`src/rtl/inference_sequencer_if.sv`:
```
// Control/status bundle between a host and the inference sequencer.
// The host drives launch/abort and per-stage done; the sequencer drives the rest.
interface inference_sequencer_if #(
  parameter int unsigned NUM_STAGES = 4,
  parameter int unsigned STAGE_W    = 2
);
  logic                  start;
  logic                  abort;
  logic [NUM_STAGES-1:0] stage_done;
  logic [NUM_STAGES-1:0] stage_rstn;
  logic                  busy;
  logic                  done;
  logic                  error;
  logic [STAGE_W-1:0]    cur_stage;
  logic [31:0]           cycle_count;

  modport master (
    output start, abort, stage_done,
    input  stage_rstn, busy, done, error, cur_stage, cycle_count
  );

  modport slave (
    input  start, abort, stage_done,
    output stage_rstn, busy, done, error, cur_stage, cycle_count
  );
endinterface

```
`src/rtl/inference_sequencer.sv`:
```
// Releases a chain of layer blocks from reset one at a time, advancing on each
// stage's done, with a per-stage timeout, abort, and a CLEAR+RUN cycle counter.
module inference_sequencer #(
    parameter int unsigned NUM_STAGES = 4,
    parameter int unsigned STAGE_W    = 2,
    parameter int unsigned TIMEOUT    = 100000,
    parameter int unsigned RST_CYCLES = 2
) (
    input logic                  clk,
    input logic                  rst,
    inference_sequencer_if.slave bus
);

    localparam int unsigned TMR_W = $clog2(TIMEOUT + 1);
    localparam int unsigned CLR_W = $clog2(RST_CYCLES + 1);

    typedef enum logic [2:0] {IDLE, CLEAR, RUN, HOLD, FAULT} state_t;

    state_t                state_q, state_d;
    logic [NUM_STAGES-1:0] stage_rstn_q, stage_rstn_d;
    logic                  busy_q, busy_d;
    logic                  done_q, done_d;
    logic                  error_q, error_d;
    logic [STAGE_W-1:0]    cur_stage_q, cur_stage_d;
    logic [31:0]           cycle_count_q, cycle_count_d;
    logic [TMR_W-1:0]      timer_q, timer_d;
    logic [CLR_W-1:0]      clr_cnt_q, clr_cnt_d;
    logic [31:0]           count_inc;

    always_comb begin
        state_d       = state_q;
        stage_rstn_d  = stage_rstn_q;
        busy_d        = busy_q;
        done_d        = 1'b0;
        error_d       = error_q;
        cur_stage_d   = cur_stage_q;
        cycle_count_d = cycle_count_q;
        timer_d       = timer_q;
        clr_cnt_d     = clr_cnt_q;
        count_inc     = (cycle_count_q == '1) ? cycle_count_q : cycle_count_q + 32'd1;

        case (state_q)
            IDLE, HOLD, FAULT: begin
                if (bus.start) begin
                    state_d       = CLEAR;
                    stage_rstn_d  = '0;
                    busy_d        = 1'b1;
                    error_d       = 1'b0;
                    cur_stage_d   = '0;
                    cycle_count_d = '0;
                    clr_cnt_d     = '0;
                end
            end
            CLEAR: begin
                cycle_count_d = count_inc;
                if (bus.abort) begin
                    state_d      = IDLE;
                    stage_rstn_d = '0;
                    busy_d       = 1'b0;
                end else if (clr_cnt_q == CLR_W'(RST_CYCLES - 1)) begin
                    state_d      = RUN;
                    stage_rstn_d = {stage_rstn_q[NUM_STAGES-2:0], 1'b1};
                    timer_d      = '0;
                end else begin
                    clr_cnt_d = clr_cnt_q + CLR_W'(1);
                end
            end
            RUN: begin
                cycle_count_d = count_inc;
                // abort beats stage done, which beats timeout on the same cycle
                if (bus.abort) begin
                    state_d      = IDLE;
                    stage_rstn_d = '0;
                    busy_d       = 1'b0;
                end else if (bus.stage_done[cur_stage_q]) begin
                    if (cur_stage_q == STAGE_W'(NUM_STAGES - 1)) begin
                        state_d = HOLD;
                        busy_d  = 1'b0;
                        done_d  = 1'b1;
                    end else begin
                        cur_stage_d  = cur_stage_q + STAGE_W'(1);
                        stage_rstn_d = {stage_rstn_q[NUM_STAGES-2:0], 1'b1};
                        timer_d      = '0;
                    end
                end else if (timer_q == TMR_W'(TIMEOUT - 1)) begin
                    state_d      = FAULT;
                    stage_rstn_d = '0;
                    busy_d       = 1'b0;
                    error_d      = 1'b1;
                end else begin
                    timer_d = timer_q + TMR_W'(1);
                end
            end
            default: begin
                state_d      = IDLE;
                stage_rstn_d = '0;
                busy_d       = 1'b0;
            end
        endcase
    end

    always_ff @(posedge clk) begin
        if (rst) begin
            state_q       <= IDLE;
            stage_rstn_q  <= '0;
            busy_q        <= 1'b0;
            done_q        <= 1'b0;
            error_q       <= 1'b0;
            cur_stage_q   <= '0;
            cycle_count_q <= '0;
            timer_q       <= '0;
            clr_cnt_q     <= '0;
        end else begin
            state_q       <= state_d;
            stage_rstn_q  <= stage_rstn_d;
            busy_q        <= busy_d;
            done_q        <= done_d;
            error_q       <= error_d;
            cur_stage_q   <= cur_stage_d;
            cycle_count_q <= cycle_count_d;
            timer_q       <= timer_d;
            clr_cnt_q     <= clr_cnt_d;
        end
    end

    assign bus.stage_rstn  = stage_rstn_q;
    assign bus.busy        = busy_q;
    assign bus.done        = done_q;
    assign bus.error       = error_q;
    assign bus.cur_stage   = cur_stage_q;
    assign bus.cycle_count = cycle_count_q;

endmodule

```
`src/flat_wrapper.sv`:
```
// flat-port wrapper written by rule: the top's interface ports become plain ports
module inference_sequencer_flat 
#(
    parameter int unsigned NUM_STAGES = 4,
    parameter int unsigned STAGE_W    = 2,
    parameter int unsigned TIMEOUT    = 100000,
    parameter int unsigned RST_CYCLES = 2
)
  (clk, rst, bus_start, bus_abort, bus_stage_done, bus_stage_rstn, bus_busy, bus_done, bus_error, bus_cur_stage, bus_cycle_count);
  inference_sequencer_if #(.NUM_STAGES(NUM_STAGES), .STAGE_W(STAGE_W)) bus_i ();
  input logic clk;
  input logic rst;
  input wire logic [$bits(bus_i.start)-1:0] bus_start;
  input wire logic [$bits(bus_i.abort)-1:0] bus_abort;
  input wire logic [$bits(bus_i.stage_done)-1:0] bus_stage_done;
  output wire logic [$bits(bus_i.stage_rstn)-1:0] bus_stage_rstn;
  output wire logic [$bits(bus_i.busy)-1:0] bus_busy;
  output wire logic [$bits(bus_i.done)-1:0] bus_done;
  output wire logic [$bits(bus_i.error)-1:0] bus_error;
  output wire logic [$bits(bus_i.cur_stage)-1:0] bus_cur_stage;
  output wire logic [$bits(bus_i.cycle_count)-1:0] bus_cycle_count;
  assign bus_i.start = bus_start;
  assign bus_i.abort = bus_abort;
  assign bus_i.stage_done = bus_stage_done;
  assign bus_stage_rstn = bus_i.stage_rstn;
  assign bus_busy = bus_i.busy;
  assign bus_done = bus_i.done;
  assign bus_error = bus_i.error;
  assign bus_cur_stage = bus_i.cur_stage;
  assign bus_cycle_count = bus_i.cycle_count;
  inference_sequencer #(.NUM_STAGES(NUM_STAGES), .STAGE_W(STAGE_W), .TIMEOUT(TIMEOUT), .RST_CYCLES(RST_CYCLES)) u_core (.clk(clk), .rst(rst), .bus(bus_i));
endmodule
```
`config.mk`:
```
export PLATFORM = sky130hd
export DESIGN_NAME = inference_sequencer_flat
export DESIGN_NICKNAME = d
export VERILOG_FILES = /design/src/rtl/inference_sequencer_if.sv /design/src/rtl/inference_sequencer.sv /design/src/flat_wrapper.sv
export SDC_FILE = /design/constraint.sdc
export NUM_CORES = 1
export LEC_CHECK = 0
export CORE_ASPECT_RATIO = 0.7
export CORE_MARGIN = 5
export CORE_UTILIZATION = 30
export CTS_CLUSTER_SIZE = 25
export DETAILED_ROUTE_END_ITERATION = 12
export GPL_TIMING_DRIVEN = 0
export PLACE_DENSITY = 0.53
export RECOVER_POWER = 50
export SLEW_MARGIN = 10
export SYNTH_ARGS = -nofsm -noshare
export SYNTH_HDL_FRONTEND = slang
export SYNTH_SLANG_ARGS = --single-unit
export TNS_END_PERCENT = 100
```
`constraint.sdc`:
```
create_clock -name clk -period 2.5 [get_ports clk]
set_clock_uncertainty 0.1 [all_clocks]
set_input_delay 0.5 -clock clk [delete_from_list [all_inputs] [get_ports clk]]
set_output_delay 0.5 -clock clk [all_outputs]
set_load 0.05 [all_outputs]
```
# After elaboration in Yosys (flattened, before gate mapping)
# Cells that the tools add are included.
classes:
  add_sub_neg: 4
  n_mul: 0
  div: 0
  magnitude_cmp: 1
  eq_ne: 25
  n_shift: 0
  mux: 49
  bitwise_logic: 2
  n_reduce_logical: 16
op_table:
  columns: ["operator", "count"]
  rows:
  - ["two-way mux 17 bit", 6]
  - ["two-way mux 32 bit", 2]
  - ["one-hot mux 32 bit (2 select lines)", 1]
  - ["one-hot mux 17 bit (2 select lines)", 1]
  - ["adder 32 x 1 -> 32 bit, second input constant", 1]
  - ["equality test 32 bit, second input constant", 1]
  - ["two-way mux 4 bit", 7]
  - ["two-way mux 3 bit", 7]
  - ["adder 17 x 1 -> 17 bit, second input constant", 1]
  - ["equality test 17 bit, second input constant", 1]
  - ["inequality test 2 bit, second input constant", 8]
  - ["AND reduction 4 bit", 4]
  - ["two-way mux 1 bit", 12]
  - ["two-way mux 2 bit", 6]
  - ["one-hot mux 4 bit (3 select lines)", 1]
  - ["AND reduction 5 bit", 2]
  - ["one-hot mux 3 bit (3 select lines)", 1]
  - ["inequality test 4 bit, second input constant", 2]
  - ["one-hot mux 2 bit (2 select lines)", 2]
  - ["nonzero test 2 bit", 4]
  - ["equality test 3 x 2 -> 1 bit, second input constant", 2]
  - ["inequality test 2 x 1 -> 1 bit, second input constant", 3]
  - ["inequality test 3 x 2 -> 1 bit, second input constant", 2]
  - ["AND reduction 6 bit", 1]
  - ["17 further kinds", 19]
totals:
  reg_bits: 63
  latchBits: 0
  mem_bits_rw: 0
  romBits: 0
  input_bits: 8
  output_inout_bits: 41
  elab_cells: 106
  memories: 0

# Logic depth before layout (Yosys ltp)
logic_depth:
  depth_word: 5
  depth_mapped: 9
  mapped_depth_nobuf: 8

# Worst setup path before layout
# Ideal clock, no wire load.
synth_timing:
  path_type: "register to register"
  from: "register u_core.cur_stage_q[0], in the netlist u_core.bus.cur_stage[0]"
  to: "register u_core.timer_q[7]"
  setup_ns: 0.123
  arrival_time_ns: 2.480
  t_required_ns: 2.277
  slack_ns: -0.203
  path_stages_with_launch: 7
  path_buffers: 0
  period_less_slack_ns: 2.703
  path_cell_list: "dfxtp_1 mux4_2 nor4_4 a21boi_4 o211ai_2 nor2_1 mux2_1"
synth_between:
  elab_chain_cells: 5
  elab_cells_between_ends: 9
  classes_between: "eq/ne: 3; mux: 5; reduce/logical: 1"
synth_rtl:
  columns: ["item", "line_no", "rtl"]
  rows:
  - ["from (decl)", "inference_sequencer.sv:24", "logic [STAGE_W-1:0] cur_stage_q, cur_stage_d;"]
  - ["from (signal assigned)", "inference_sequencer.sv:119", "cur_stage_q <= cur_stage_d;"]
  - ["binary-select mux 1 bit (select 2 bit)", "inference_sequencer.sv:75", "end else if (bus.stage_done[cur_stage_q]) begin"]
  - ["two-way mux 1 bit (not written as such)", "inference_sequencer.sv:75", null]
  - ["two-way mux 17 bit", "inference_sequencer.sv:75", null]
  - ["two-way mux 17 bit", "inference_sequencer.sv:71", "if (bus.abort) begin"]
  - ["one-hot mux 17 bit (2 select lines)", "inference_sequencer.sv:42", "case (state_q)"]
  - ["to (signal assigned)", "inference_sequencer.sv:121", "timer_q <= timer_d;"]
  - ["to (decl)", "inference_sequencer.sv:26", "logic [TMR_W-1:0] timer_q, timer_d;"]
# Several ways; a longest one is shown, not always the timed one. The select of a mux whose other input is x is not followed.
# A chain may end at the register's enable or synchronous reset.

# Worst setup path after layout
layout_timing:
  from: "register u_core.cur_stage_q[0], in the netlist u_core.bus.cur_stage[0]"
  to: "register u_core.stage_rstn_q[1], in the netlist u_core.bus.stage_rstn[1]"
layout_between:
  elab_chain_cells: 5
  elab_cells_between_ends: 9
  classes_between: "eq/ne: 3; mux: 5; reduce/logical: 1"
layout_rtl:
  columns: ["item", "line_no", "rtl"]
  rows:
  - ["binary-select mux 1 bit (select 2 bit)", "inference_sequencer.sv:75", null]
  - ["two-way mux 1 bit (not written as such)", "inference_sequencer.sv:75", null]
  - ["two-way mux 4 bit", "inference_sequencer.sv:75", null]
  - ["two-way mux 4 bit", "inference_sequencer.sv:71", null]
  - ["one-hot mux 4 bit (3 select lines)", "inference_sequencer.sv:42", null]
  - ["to (signal assigned)", "inference_sequencer.sv:115", "stage_rstn_q <= stage_rstn_d;"]
  - ["to (decl)", "inference_sequencer.sv:20", "logic [NUM_STAGES-1:0] stage_rstn_q, stage_rstn_d;"]
# Several ways; a longest one is shown, not always the timed one. The select of a mux whose other input is x is not followed.

==> results_dict.tcl <==
set metrics [dict create \
    status "finished, final reports clean" \
    postPlaceCellArea_sq_mm 0.004060 \
    synth-edff-count 0 \
    syn_inst 411 \
    grt_pass1_wl_mm 16.08 \
    max-vdd-ir-drop_mv 0.4186 \
    first_global_vias 3061 \
    holdWs_ns 0.3571 \
    synth_area_per_cell_sq_um 8.235 \
    start_util 0.3074 \
    clockBufferDepth 2 \
    drc 0 \
    h-tree-depth 3 \
    layout_setup_ws_ns 0.07853 \
    detail_route.vias_per_cell 5.283 \
    rows 32 \
    finish.instance_area_sq_mm 0.004563 \
    setup_tns_ns 0 \
    syn_nets 423 \
    gp_congestion 0.8452 \
    antenna_cells 0 \
    wl_mm 9.881 \
    rsz0062_at_grt "true" \
    final_max_slew_viol_count 0 \
    cts_tree "yes" \
    setup.worst_path.end_class "flip-flop" \
    fin_util 0.4144 \
    die_y_microns 98.87 \
    setup_violations 0 \
    worstPathRequired_ns 2.66 \
    yosysTopAreaCell "dfxtp_1" \
    synthArstFlopShare 0 \
    fmax_mhz 413.0 \
    die_w_microns 137.0 \
    path_max_fanout 7 \
    gr-total-overflow 0 \
    maxSlewHeadroom 0.5005 \
    fin_crit_sh 0.9686 \
    grt_start_max_net_pins 11 \
    netlist_area_sq_mm 0.003384 \
    clk_latency_ns 0.33 \
    path_class "reg2reg" \
    drive_gt1_frac 0.1502 \
    hold_path_class "reg2reg" \
    hold_viol 0 \
    critPathLaunchType "flip-flop" \
    ys_warn_count 0 \
    place_ws_ns -0.6169 \
    worstMarginPinSlew_ns 0.7474 \
    dp_cells 612 \
    drt_iter0_drc 276 \
    p_leak_nw 1.633 \
    cts_made_buffers 9 \
    firstDrtPassIters 4 \
    ant_nets 0 \
    dp_hpwl_mm 7.049 \
    portBuffers 48 \
    max_cap_violations 0 \
    ys_types 61 \
    holdBufCountCts 0 \
    dieArea_sq_mm 0.01354 \
    clk_pin_slew_worst_paths_ns 0.05 \
    synth_seq_cells 63 \
    clock_sinks 63 \
    arrival_ns 2.58 \
    grt_usage 0.1486 \
    synth_most_common_cell "dfxtp_1" \
    seq_area_frac_synth 0.3726 \
    finalNetCount 493 \
    area_growth_pct 34.82 \
    core_region_area_sq_mm 0.01101 \
    wire_per_inst_microns 15.46 \
    routed-via-count 3376 \
    post-route-min-period_ns 2.421 \
    r2r_setup_slack_ns 0.08 \
    synth.top_cell.area_share 0.3726 \
    ys.flop_type "dfxtp_1" \
    synth_common_cells "dfxtp_1 (63), nor2_1 (51), nand2_1 (38)" \
    finalPower_mw 2.570 \
    root_buffer "clkbuf_16" \
    pwr_density_cell_mw_per_mm2 563.3 \
    grt_antenna_before_repair 0 \
    synth_area_leaders "dfxtp_1 (37%), nor2_1 (5.7%), a21oi_1 (4.7%), nand2_1 (4.2%), xnor2_1 (3.4%)" \
    finalNonFillerCells 639 \
    fillers 1114 \
    ios 49 \
]
power by group:
group / total (mW) / internal (mW) / switching, mW
Combinational: 0.355 / 0.124 / 0.231
Sequential: 1.05 / 1.02 / 0.0221
Clock: 1.17 / 0.718 / 0.452
cells in the final DEF, fill, tap and decap left out, types with 5 or more instances in the layout:
cell / n
a21oi_1: 27
a21oi_2: 5
and2_1: 7
and3_1: 10
buf_4: 11
clkbuf_1: 10
clkbuf_16: 9
clkdlybuf4s50_1: 39
dfxtp_1: 60
dlymetal6s2s_1: 6
mux2i_1: 8
nand2_1: 36
nand2b_1: 6
nand3_1: 16
nand4_1: 11
nor2_1: 51
nor3_1: 10
nor4_1: 5
o211ai_1: 6
o21ai_0: 15
or3_1: 5
or4_1: 5
xnor2_1: 13
xor2_1: 8
final cells by class:
class	instances	area [sq um]	area share
multi-input cells	329	2165	0.4744
flip-flops and latches	63	1267	0.2778
repair buffers	59	578.1	0.1267
clock buffers	12	256.5	0.05621
well taps	153	191.4	0.04195
plain buffers	15	70.07	0.01536
clock inverters	4	20.02	0.004387
inverters	4	15.01	0.003290
worst max-delay path, stage by stage (launching register included):
cell	delay [ns]
dfxtp_4	0.35
mux4_2	0.59
nor4_4	0.32
buf_4	0.19
nand2_2	0.10
a31o_4	0.32
or2_1	0.24
a21oi_2	0.13
worst paths after layout:
check	start	to	cells past startpoint
setup reg to reg	u_core.bus.cur_stage[0]	u_core.bus.stage_rstn[1]	7
hold / removal	u_core.bus.stage_rstn[3]	u_core.bus.stage_rstn[3]	2
setup / recovery	u_core.bus.cur_stage[0]	u_core.bus.stage_rstn[1]	7
hold reg to reg	u_core.bus.stage_rstn[3]	u_core.bus.stage_rstn[3]	2
layer usage:
metal,wire (microns),part of all wire,up-vias,track usage
met5,0,0,-,0
met4,84,0.0085,0,0.03451
met3,574,0.058,6,0.05510
met2,4030,0.41,84,0.1996
met1,5191,0.53,1623,0.2220
li1,-,-,1663,-
repair_timing:
| item | in CTS | in global routing |
|---|---|---|
| endpoints found under the hold margin | 0 | 0 |
| gates resized for setup | 7 | 36 |
| setup buffers | 5 | 6 |
| cloned | 1 | 0 |
| endpoints found under the setup margin | 35 | 48 |
| pin swaps | 2 | 14 |
kinds of logic (layout without fill, tap and decap cells):
logic type / Yosys count / after routing / share of synthesized area
flip-flops: 63 / 63 / 0.3726
buffers and inverters: 20 / 94 / 0.02292
AO/OA/AOI/OAI: 89 / 90 / 0.1763
multiplexers: 10 / 10 / 0.03364
XOR/XNOR: 21 / 21 / 0.05434
adder cells (fa/ha/maj): 4 / 4 / 0.01479
AND/OR/NAND/NOR: 204 / 204 / 0.3253
flip-flops by register name, summed over array words and instances (netlist names):
signal	count
u_core.clr_cnt_q	2
u_core.bus.cycle_count	32
u_core.bus.done	1
u_core.bus.error	1
u_core.timer_q	17
u_core.bus.stage_rstn	4
u_core.state_q	3
u_core.bus.busy	1
u_core.bus.cur_stage	2
Note: power is estimated with default switching activity, not from simulation.
